## config.mk

```make
export PLATFORM = sky130hd
export DESIGN_NAME = i2c_codec_responder
export DESIGN_NICKNAME = d
export VERILOG_FILES = /design/src/rtl/i2c_codec_responder.sv
export SDC_FILE = /design/constraint.sdc
export NUM_CORES = 1
export LEC_CHECK = 0
export ABC_AREA = 0
export ABC_CLOCK_PERIOD_IN_PS = 3750
export CORE_MARGIN = 2
export CORE_UTILIZATION = 60
export DETAILED_ROUTE_END_ITERATION = 8
export PLACE_DENSITY = 0.79
export SYNTH_ARGS = -nofsm -noshare
export SYNTH_HDL_FRONTEND = slang
export SYNTH_SLANG_ARGS = --single-unit
```

## constraint.sdc

```tcl
create_clock -name clk -period 3.75 [get_ports clk]
set_input_delay 0.9375 -clock clk [delete_from_list [all_inputs] [get_ports clk]]
set_output_delay 0.9375 -clock clk [all_outputs]
set_load 0.1 [all_outputs]
```

## src/rtl/i2c_codec_responder.sv

```systemverilog
// I2C write-only target modelling the audio codec control port: acknowledges
// 3-byte writes to DEV_ADDR and mirrors registers 0x00-0x0F in a shadow file.
module i2c_codec_responder #(
  parameter logic [6:0] DEV_ADDR  = 7'h1A,
  parameter int         MIN_PHASE = 8
) (
  input  logic        clk,
  input  logic        reset,
  input  logic        scl_in,
  input  logic        sda_in,
  output logic        sda_drive_low,
  output logic [15:0] word,
  output logic        word_valid,
  output logic        addr_err,
  output logic        busy,
  input  logic [3:0]  rd_addr,
  output logic [8:0]  rd_data,
  output logic [7:0]  write_count
);

  // Synchroniser plus detect stage eats 3 clk; shorter bus phases would alias.
  if (MIN_PHASE < 4) begin : g_phase_check
    $error("MIN_PHASE must be at least 4 clk");
  end

  typedef enum logic [3:0] {
    IDLE, ADDR, ACK_A, BYTE1, ACK_1, BYTE2, ACK_2, WAIT_STOP, IGNORE
  } state_t;

  state_t      state;
  logic [3:0]  bit_cnt;
  logic [7:0]  shreg;
  logic [15:0] word_rx;
  logic        commit_pend;
  logic [8:0]  shadow [16];

  logic scl_s1, scl_s2, scl_d;
  logic sda_s1, sda_s2, sda_d;

  // NOTE: synchronisers keep tracking the bus during reset so that releasing
  // reset mid-frame cannot fabricate an edge or a START from stale flops.
  always_ff @(posedge clk) begin
    scl_s1 <= scl_in;
    scl_s2 <= scl_s1;
    scl_d  <= scl_s2;
    sda_s1 <= sda_in;
    sda_s2 <= sda_s1;
    sda_d  <= sda_s2;
  end

  logic scl_rise, scl_fall, start_det, stop_det;
  assign scl_rise  = scl_s2 & ~scl_d;
  assign scl_fall  = ~scl_s2 & scl_d;
  assign start_det = scl_s2 & scl_d & sda_d & ~sda_s2;
  assign stop_det  = scl_s2 & scl_d & ~sda_d & sda_s2;

  assign rd_data = shadow[rd_addr];

  // NOTE: the shadow file lives in flops (not RAM) because it must clear in
  // one cycle on reset and on a codec-reset write.
  always_ff @(posedge clk) begin
    if (!reset) begin
      state         <= IDLE;
      bit_cnt       <= '0;
      shreg         <= '0;
      word_rx       <= '0;
      commit_pend   <= 1'b0;
      sda_drive_low <= 1'b0;
      busy          <= 1'b0;
      word          <= '0;
      word_valid    <= 1'b0;
      addr_err      <= 1'b0;
      write_count   <= '0;
      for (int i = 0; i < 16; i++) shadow[i] <= '0;
    end else begin
      word_valid  <= 1'b0;
      addr_err    <= 1'b0;
      commit_pend <= 1'b0;

      if (commit_pend) begin
        word        <= word_rx;
        word_valid  <= 1'b1;
        write_count <= write_count + 8'd1;
        if (word_rx[15:9] == 7'h0F) begin
          for (int i = 0; i < 15; i++) shadow[i] <= '0;
          shadow[15] <= word_rx[8:0];
        end else if (word_rx[15:13] == 3'b000) begin
          shadow[word_rx[12:9]] <= word_rx[8:0];
        end else begin
          addr_err <= 1'b1;
        end
      end

      // Bus conditions outrank any SCL edge seen in the same cycle.
      if (start_det) begin
        state         <= ADDR;
        bit_cnt       <= '0;
        busy          <= 1'b1;
        sda_drive_low <= 1'b0;
      end else if (stop_det) begin
        state         <= IDLE;
        busy          <= 1'b0;
        sda_drive_low <= 1'b0;
      end else begin
        unique case (state)
          ADDR, BYTE1, BYTE2: begin
            if (scl_rise && bit_cnt != 4'd8) begin
              shreg   <= {shreg[6:0], sda_s2};
              bit_cnt <= bit_cnt + 4'd1;
            end else if (scl_fall && bit_cnt == 4'd8) begin
              bit_cnt <= '0;
              if (state == ADDR) begin
                if (shreg == {DEV_ADDR, 1'b0}) begin
                  state         <= ACK_A;
                  sda_drive_low <= 1'b1;
                end else begin
                  state <= IGNORE;
                end
              end else if (state == BYTE1) begin
                word_rx[15:8] <= shreg;
                state         <= ACK_1;
                sda_drive_low <= 1'b1;
              end else begin
                word_rx[7:0]  <= shreg;
                state         <= ACK_2;
                sda_drive_low <= 1'b1;
              end
            end
          end
          ACK_A, ACK_1, ACK_2: begin
            if (scl_fall) begin
              sda_drive_low <= 1'b0;
              unique case (state)
                ACK_A:   state <= BYTE1;
                ACK_1:   state <= BYTE2;
                default: begin
                  state       <= WAIT_STOP;
                  commit_pend <= 1'b1;
                end
              endcase
            end
          end
          default: ;
        endcase
      end
    end
  end

endmodule

```

### Yosys cells after proc, flatten, opt, wreduce, memory -nomap -nowiden

Memories as Yosys holds them, arrays and structs flattened.
Cells that the tools add are included.

* flip-flop bits (word level): 67
* bits in writable memories: 144
* bits of input ports: 8
* output and inout bits: 37
* word-level logic and storage cells: 149
* memories kept: 1

* add/subtract/negate cells: 2
* equality and inequality tests: 17
* mux-type cells: 52
* bitwise gates (word level): 36
* reduce and logical (&&, ||, !) cells: 22

Memories
* shadow: words 16, bits a word 9, rd ports 1, clocked after memory_dff 0, write ports 16, line 35 `logic [8:0] shadow [16];`

Operator list (count)
* 2-to-1 mux 9 bit: 17
* 2-to-1 mux 4 bit: 8
* 2-to-1 mux 1 bit: 23
* != test 4 bit, second input constant: 4
* bitwise OR 1 bit: 16
* AND reduction 7 bit: 2
* inverter 1 bit: 13
* == test 4 x 3 -> 1 bit, second input constant: 3
* AND reduction 4 bit: 3
* OR reduction 3 bit: 4
* OR reduction 9 bit: 1
* adder 8 x 1 -> 8 bit, second input constant: 1
* == test 4 x 2 -> 1 bit, second input constant: 2
* == test 8 x 6 -> 1 bit, second input constant: 1
* one-hot mux 4 bit (2 select lines): 1
* bitwise AND 1 bit: 7
* == test 7 x 4 -> 1 bit, second input constant: 1
* != test 2 bit, second input constant: 3
* one-hot mux 3 bit (2 select lines): 1
* nonzero test 2 bit: 3
* AND reduction 5 bit: 1
* OR reduction 5 bit: 1
* adder 4 x 1 -> 4 bit, second input constant: 1
* == test 4 x 1 -> 1 bit, second input constant: 1
* other kinds (9): 11

### Depth between registers and ports, before layout

Gate-level depths: netlist (run 1).

* depth after elaboration: 8
* mapped depth: 7
* mapped depth without buffers: 6

### Worst setup path after synthesis (run 1)

OpenSTA, ideal clock, no wires.

* path type: input to output
* from: in rd_addr[0]
* to: out rd_data[5]
* data arrival time: 2746 ps
* required time: 2812 ps
* slack: 67 ps
* stages on the path: 5
* buffers on the path: 2
* cell sequence: buf_2 -> buf_2 -> mux4_2 -> a22oi_1 -> nand2_1

* cells in the longest elaborated chain, start to end: 1

RTL lines
* from (decl): line 16 `input logic [3:0] rd_addr,`
* memory (16 x 9 bit)
* to (decl): line 17 `output logic [8:0] rd_data,`

Every way passes these cells.

### Worst setup path in the final report (run 1)

* from: in rd_addr[1]
* to: out rd_data[5]

Same word-level chain as after synthesis.

==> metrics.md, run 1 <==
| Metric | Value |
|---|---|
| Status | finished clean |
| Fin crit period | 3680 ps |
| DRT Pass-1 Iters | 7 |
| Synth Flop Type | edfxtp_1 |
| FP Rows | 45 |
| Die height | ~130 µm |
| CTS sink cnt | 211 |
| Core area | 0.0151 mm² |
| DRC errors left | 0 |
| Leakage | 3.70 nW |
| Synth area leader | edfxtp_1 |
| Syn Inst Count | 700 |
| Tcrit/Tclk final | 0.981 |
| Antenna violations before repair | 0 |
| Most common cell after layout, fill and taps aside | and2_1 |
| Detail-routed via count per cell | about 6.2 |
| Peak VDD IR | 0.000323 V |
| Critical Path Start Type | input port |
| Critical-path cell list | clkdlybuf4s50_1 > buf_12 > mux4_2 > a22oi_1 > nand2_1 > buf_12 |
| Final setup TNS | 0 ps |
| Routed via count | about 6000 |
| Clock power share | 0.409 |
| Worst-Margin Slew | between 1000 and 1500 ps |
| RSZ-0062 raised after global routing | false |
| Pwr/cell area | between 400 and 500 mW/mm² |
| Post-synthesis sequential area ratio | 0.617 |
| # resized after CTS | 0 |
| Critical Path RT | 2810 ps |
| Max Cap Viol | 0 |
| Final WL | 21000 µm |
| # fillers | ~990 |
| Total GRT Usage | 0.269 |
| Worst slew margin | 0.329 |
| Post-DP HPWL | 13600 µm |
| Cell Int Power | a little under 4 mW |
| Clk buf depth | 3 |
| Initial core utilization | 0.608 |
| Crit path DAT | around 2700 ps |
| Crit path top cell by count | buf_12 |
| Buffers plus inverters on the worst setup path | 3 |
| Worst-Skew Late Latency | about 500 ps |
| Met3 wire len | between 1500 and 2000 µm |
| Max frequency | 272 MHz |
| Hold Path Class | register to register |
| Synthesized net count | approximately 710 |
| Area growth, synth to finish | 16.7% |
| Crit-path max FO | 33 |
| Syn avg cell area | between 10 and 15 µm² |
| Ant diodes | 0 |
| Avg WL per Cell | ~22 µm |
| Syn. warnings | 0 |
| Mapped Area | about 0.0092 mm² |
| Combinational Power Share | 0.078 |
| Iter 0 DRT Violations | 582 |
| Crit end category | output port |
| Post-Route M1 WL | 8390 µm |
| Most area-consuming cells after synthesis | edfxtp_1, dfxtp_1, and2_1 |
| Placed cell count | about 900 |
| Synth top area share | 0.471 |
| Die X-Extent | between 100 and 150 µm |
| IO buf count | 44 |
| Final Max Tran Viols | 0 |
| Clk root buf | clkbuf_16 |
| Setup bufs post-CTS | 0 |
| Synth unique cells | 50 |
| Register area | 0.00567 mm² |
| Pin count of the biggest net entering global routing | 36 |
| Die ar. | between 0.015 and 0.02 mm² |
| Top Ports | 45 |
| Final hold viol count | 0 |
| PnR Total Power | 5.06 mW |
| Share of layout cells above drive strength 1 | 0.154 |
| Setup violations, final | 0 |
| Routed met2 length | just over 10000 µm |
| Nets | ~770 |
| Crit path max-delay cell type | clkdlybuf4s50_1 |
| DR top layer | met4 |
| Post-layout util | 0.710 |
| Gr ovfl total | 0 |
| Vias in the first global route | 5970 |
| Hold buffers post-CTS | 0 |
| Switch share | 0.221 |
| FFs w/ async S/R, synth | 0 |
| Most frequent cells in the layout | and2_1, edfxtp_1, dfxtp_1, o21ai_0, nor2_1 |
| Sequential Power Share | 0.513 |
| Fin Clk Skew | between 8 and 9 ps |
| TritonCTS clock tree | done |
| Post-synth EDFFs | around 140 |
| GP Congestion | ~0.90 |
| Crit-path leading delay family | buffers and inverters |
| CP peak stage delay | between 500 and 600 ps |
| #FFs+latches synth | between 200 and 250 |
| CTS buffer count | 22 |
| Finished Layout Cells | between 900 and 1000 |
| Clk pin slew, worst setup/hold paths | around 50 ps |
| Switching power | roughly 1.1 mW |
| WS Path Type | input port to output port |
| Multi-input logic area | between 0.003 and 0.004 mm² |
| First-pass GRT wire length | ~33000 µm |
| Htree depth | 1 |
| Number of routed nets with antenna violations | 0 |
## logic make-up after synthesis
group | share of synthesized area
adder cells (fa/ha/maj) | 0.00409
AO/OA/AOI/OAI | 0.0654
AND/OR/NAND/NOR | 0.176
buffers and inverters | 0.0243
flip-flops | 0.617
multiplexers | 0.107
XOR/XNOR | 0.00573
## final cells by class
class                      count  area share
tap                          188      0.0220
clock buffer                  36      0.0631
timing repair buffer          73      0.0741
sequential                   211       0.529
clock inverter                 4     0.00175
multi-input combinational    438       0.307
inverter                       9     0.00315
## metrics by stage
step	hold slack, ps	worst slack (ps)	cell area [µm²]
final	325	69.7	10700
after global routing	342	0.735	10700
after CTS	327	62.4	10700
after detailed placement	314	75.8	10000
after global placement	312	105	10000
after floorplan	310	66.9	9180
## sequential cells by signal, summed over array words and instances, names as in the netlist
| register | cells |
|---|---|
| scl_s1 | 1 |
| shreg | 8 |
| word | 16 |
| shadow | 144 |
| state | 4 |
| write_count | 8 |
| scl_s2 | 1 |
| word_valid | 1 |
| addr_err | 1 |
| sda_d | 1 |
| sda_s1 | 1 |
| sda_drive_low | 1 |
| bit_cnt | 4 |
| scl_d | 1 |
| sda_s2 | 1 |
| word_rx | 16 |
| busy | 1 |
| commit_pend | 1 |
## synth_stat cells (10+ instances only)
| master | count |
|---|---|
| mux2i_1 | 17 |
| a22oi_1 | 19 |
| nand3_1 | 16 |
| nor2_1 | 38 |
| a21oi_1 | 18 |
| buf_2 | 10 |
| clkbuf_1 | 23 |
| nand2_1 | 25 |
| edfxtp_1 | 144 |
| dfxtp_1 | 67 |
| o21ai_0 | 41 |
| and2_1 | 145 |
| mux4_2 | 36 |
## worst register-to-register path: cells and delay by family, from the launching register on
family             cells  cell delay [ps]
AOI/OAI and AO/OA      2              750
and+or+nand+nor        2             1230
DFF                    1              420
## path summary, 6_finish.rpt
path / from / end / slack [ps] / cells after the start
hold reg to reg: scl_s1$_DFF_P_ / scl_s2$_DFF_P_ / 330 / 0
hold / removal: scl_s1$_DFF_P_ / scl_s2$_DFF_P_ / 330 / 0
setup reg to reg: state[0]$_SDFFE_PN0P_ / state[1]$_SDFFE_PP0P_ / 1280 / 4
setup / recovery: rd_addr[1] / rd_data[5] / 70 / 6
## power groups by stage
stage	Clock (mW)	Combinational (mW)	Sequential (mW)
finish	2.07	0.397	2.60
floorplan	0	0.256	2.63
global route	2.18	0.415	2.60
CTS	2.08	0.399	2.60
global placement	0	0.388	2.64
detailed placement	0	0.396	2.64
## layer usage
metal / GRT usage / vias up
met5: 0 / -
met1: 0.364 / 2937
met2: 0.438 / 281
met3: 0.0530 / 50
met4: 0.0989 / 0
li1: - / 2676
Power figures use the tool's default switching activity.
==> inputs of run 2 (changes only) <==
--- a/config.mk
+++ b/config.mk
@@ -9,7 +9,9 @@
 export ABC_CLOCK_PERIOD_IN_PS = 3750
 export CORE_MARGIN = 2
 export CORE_UTILIZATION = 60
+export CTS_CLUSTER_SIZE = 12
 export DETAILED_ROUTE_END_ITERATION = 8
+export HOLD_SLACK_MARGIN = 0.1
 export PLACE_DENSITY = 0.79
 export SYNTH_ARGS = -nofsm -noshare
 export SYNTH_HDL_FRONTEND = slang
==> metrics.md, run 2 (synthesis results as in run 1) <==
| Metric | Value |
|---|---|
| Status | finished clean |
| Die height | 128 µm |
| Critical-path cell list | clkdlybuf4s50_1 > buf_12 > buf_4 > mux4_2 > a22oi_1 > nand2_1 > buf_12 |
| DRT Pass-1 Iters | 5 |
| Crit end category | output port |
| Biggest regs | shadow x144, word x16, word_rx x16 |
| FP Rows | 45 |
| GP Congestion | 0.895 |
| Most frequent cells in the layout | and2_1, edfxtp_1, dfxtp_1, o21ai_0, nor2_1 |
| Pin count of the biggest net entering global routing | 36 |
| Worst-Skew Late Latency | 500 ps |
| Share of layout cells above drive strength 1 | 0.145 |
| Setup bufs post-CTS | 0 |
| Clk buf depth | 3 |
| Max FFs per register | between 100 and 150 |
| Htree depth | 1 |
| Pre-CTS WS | 75.8 ps |
| Crit-path max FO | 33 |
| Total GRT Usage | 0.260 |
| WS Path Type | input port to output port |
| Clk pin slew, worst setup/hold paths | roughly 60 ps |
| Core area | between 0.015 and 0.02 mm² |
| Ant diodes | 0 |
| Setup violations, final | 0 |
| TritonCTS clock tree | done |
| Combinational Power Share | 0.079 |
| Post-DP HPWL | between 10000 and 15000 µm |
| Pwr/cell area | between 400 and 500 mW/mm² |
| Max frequency | 273 MHz |
| CTS buffer count | 22 |
| Clock power share | 0.398 |
| Area growth, synth to finish | 16.2% |
| Final WL | between 20000 and 25000 µm |
| Crit path max-delay cell type | clkdlybuf4s50_1 |
| Fin crit period | 3670 ps |
| CTS sink cnt | 211 |
| Die ar. | around 0.016 mm² |
| Clk root buf | clkbuf_16 |
| Final hold viol count | 0 |
| Max Cap Viol | 0 |
| Iter 0 DRT Violations | around 460 |
| Detail-routed via count per cell | 6.10 |
| Initial core utilization | 0.608 |
| Hold Path Class | register to register |
| Number of routed nets with antenna violations | 0 |
| Vias in the first global route | roughly 6000 |
| Most flops, register | shadow |
| Buffers plus inverters on the worst setup path | 4 |
| Routed via count | slightly below 6000 |
| Die X-Extent | about 130 µm |
| Final Max Tran Viols | 0 |
| Crit path DAT | about 2700 ps |
| IO buf count | 44 |
| Crit-path leading delay family | buffers and inverters |
| First-pass GRT wire length | about 33000 µm |
| Post-route setup slack | just over 80 ps |
| Worst-Margin Slew | around 1000 ps |
| Critical Path Start Type | input port |
| Avg WL per Cell | ~21 µm |
| Fin Clk Skew | between 9 and 10 ps |
| Nets | 766 |
| Peak VDD IR | approximately 0.00036 V |
| Sequential Power Share | 0.523 |
| Leakage | between 3 and 4 nW |
| CP peak stage delay | 510 ps |
| Tcrit/Tclk final | 0.978 |
| Cell Int Power | 3.86 mW |
| RSZ-0062 raised after global routing | false |
| Worst slew margin | 0.329 |
| # resized after CTS | 0 |
| Switching power | roughly 1.1 mW |
| Top Ports | 45 |
| Switch share | 0.223 |
| Most common cell after layout, fill and taps aside | and2_1 |
| Hold buffers post-CTS | 0 |
| Gr ovfl total | 0 |
| Antenna violations before repair | 0 |
| Crit path top cell by count | buf_12 |
| Critical Path RT | 2810 ps |
| Final setup TNS | 0 ps |
| DRC errors left | 0 |
==> run 2: final timing paths <==
path	startpoint	end	slack (ps)	depth (start not counted)
setup / recovery	rd_addr[1]	rd_data[3]	80	7
hold / removal	scl_s1$_DFF_P_	scl_s2$_DFF_P_	330	0
setup reg to reg	state[0]$_SDFFE_PN0P_	state[1]$_SDFFE_PP0P_	1300	4
hold reg to reg	scl_s1$_DFF_P_	scl_s2$_DFF_P_	330	0
==> run 2: area by class of cell <==
cell class	instances	area (µm²)
clock buffers	38	632
well taps	188	235
clock inverters	2	13.8
fillers	1007	4430
inverters	9	33.8
repair buffers	73	793
flip-flops and latches	211	5670
multi-input cells	438	3290
==> run 2: stage by stage <==
| stage | total power [mW] | hold WS (ps) | std cells | cell area [µm²] | utilization |
|---|---|---|---|---|---|
| after CTS | 4.99 | 327 | 959 | 10700 | 0.707 |
| after floorplan | 2.88 | 310 | 700 | 9180 | - |
| after global routing | 5.11 | 343 | 959 | 10700 | 0.707 |
| after detailed placement | 3.04 | 314 | 919 | 10000 | 0.664 |
| after global placement | 3.02 | 312 | 919 | 10000 | 0.664 |
| final | 4.97 | 326 | 959 | 10700 | 0.707 |
==> run 2: per-layer routing <==
| layer | GRT usage | wire (µm) | up-vias |
|---|---|---|---|
| li1 | - | - | 2687 |
| met1 | 0.354 | 8420 | 2892 |
| met2 | 0.421 | 9710 | 229 |
| met3 | 0.0518 | 1520 | 40 |
| met4 | 0.0963 | 630 | 0 |
| met5 | 0 | 0 | - |
==> run 2: power groups by stage <==
| stage | clock [mW] | sequential [mW] | combinational [mW] |
|---|---|---|---|
| after floorplan | 0 | 2.63 | 0.256 |
| after global placement | 0 | 2.64 | 0.388 |
| after detailed placement | 0 | 2.64 | 0.396 |
| after CTS | 2.00 | 2.59 | 0.397 |
| after global routing | 2.09 | 2.60 | 0.412 |
| final | 1.98 | 2.59 | 0.394 |
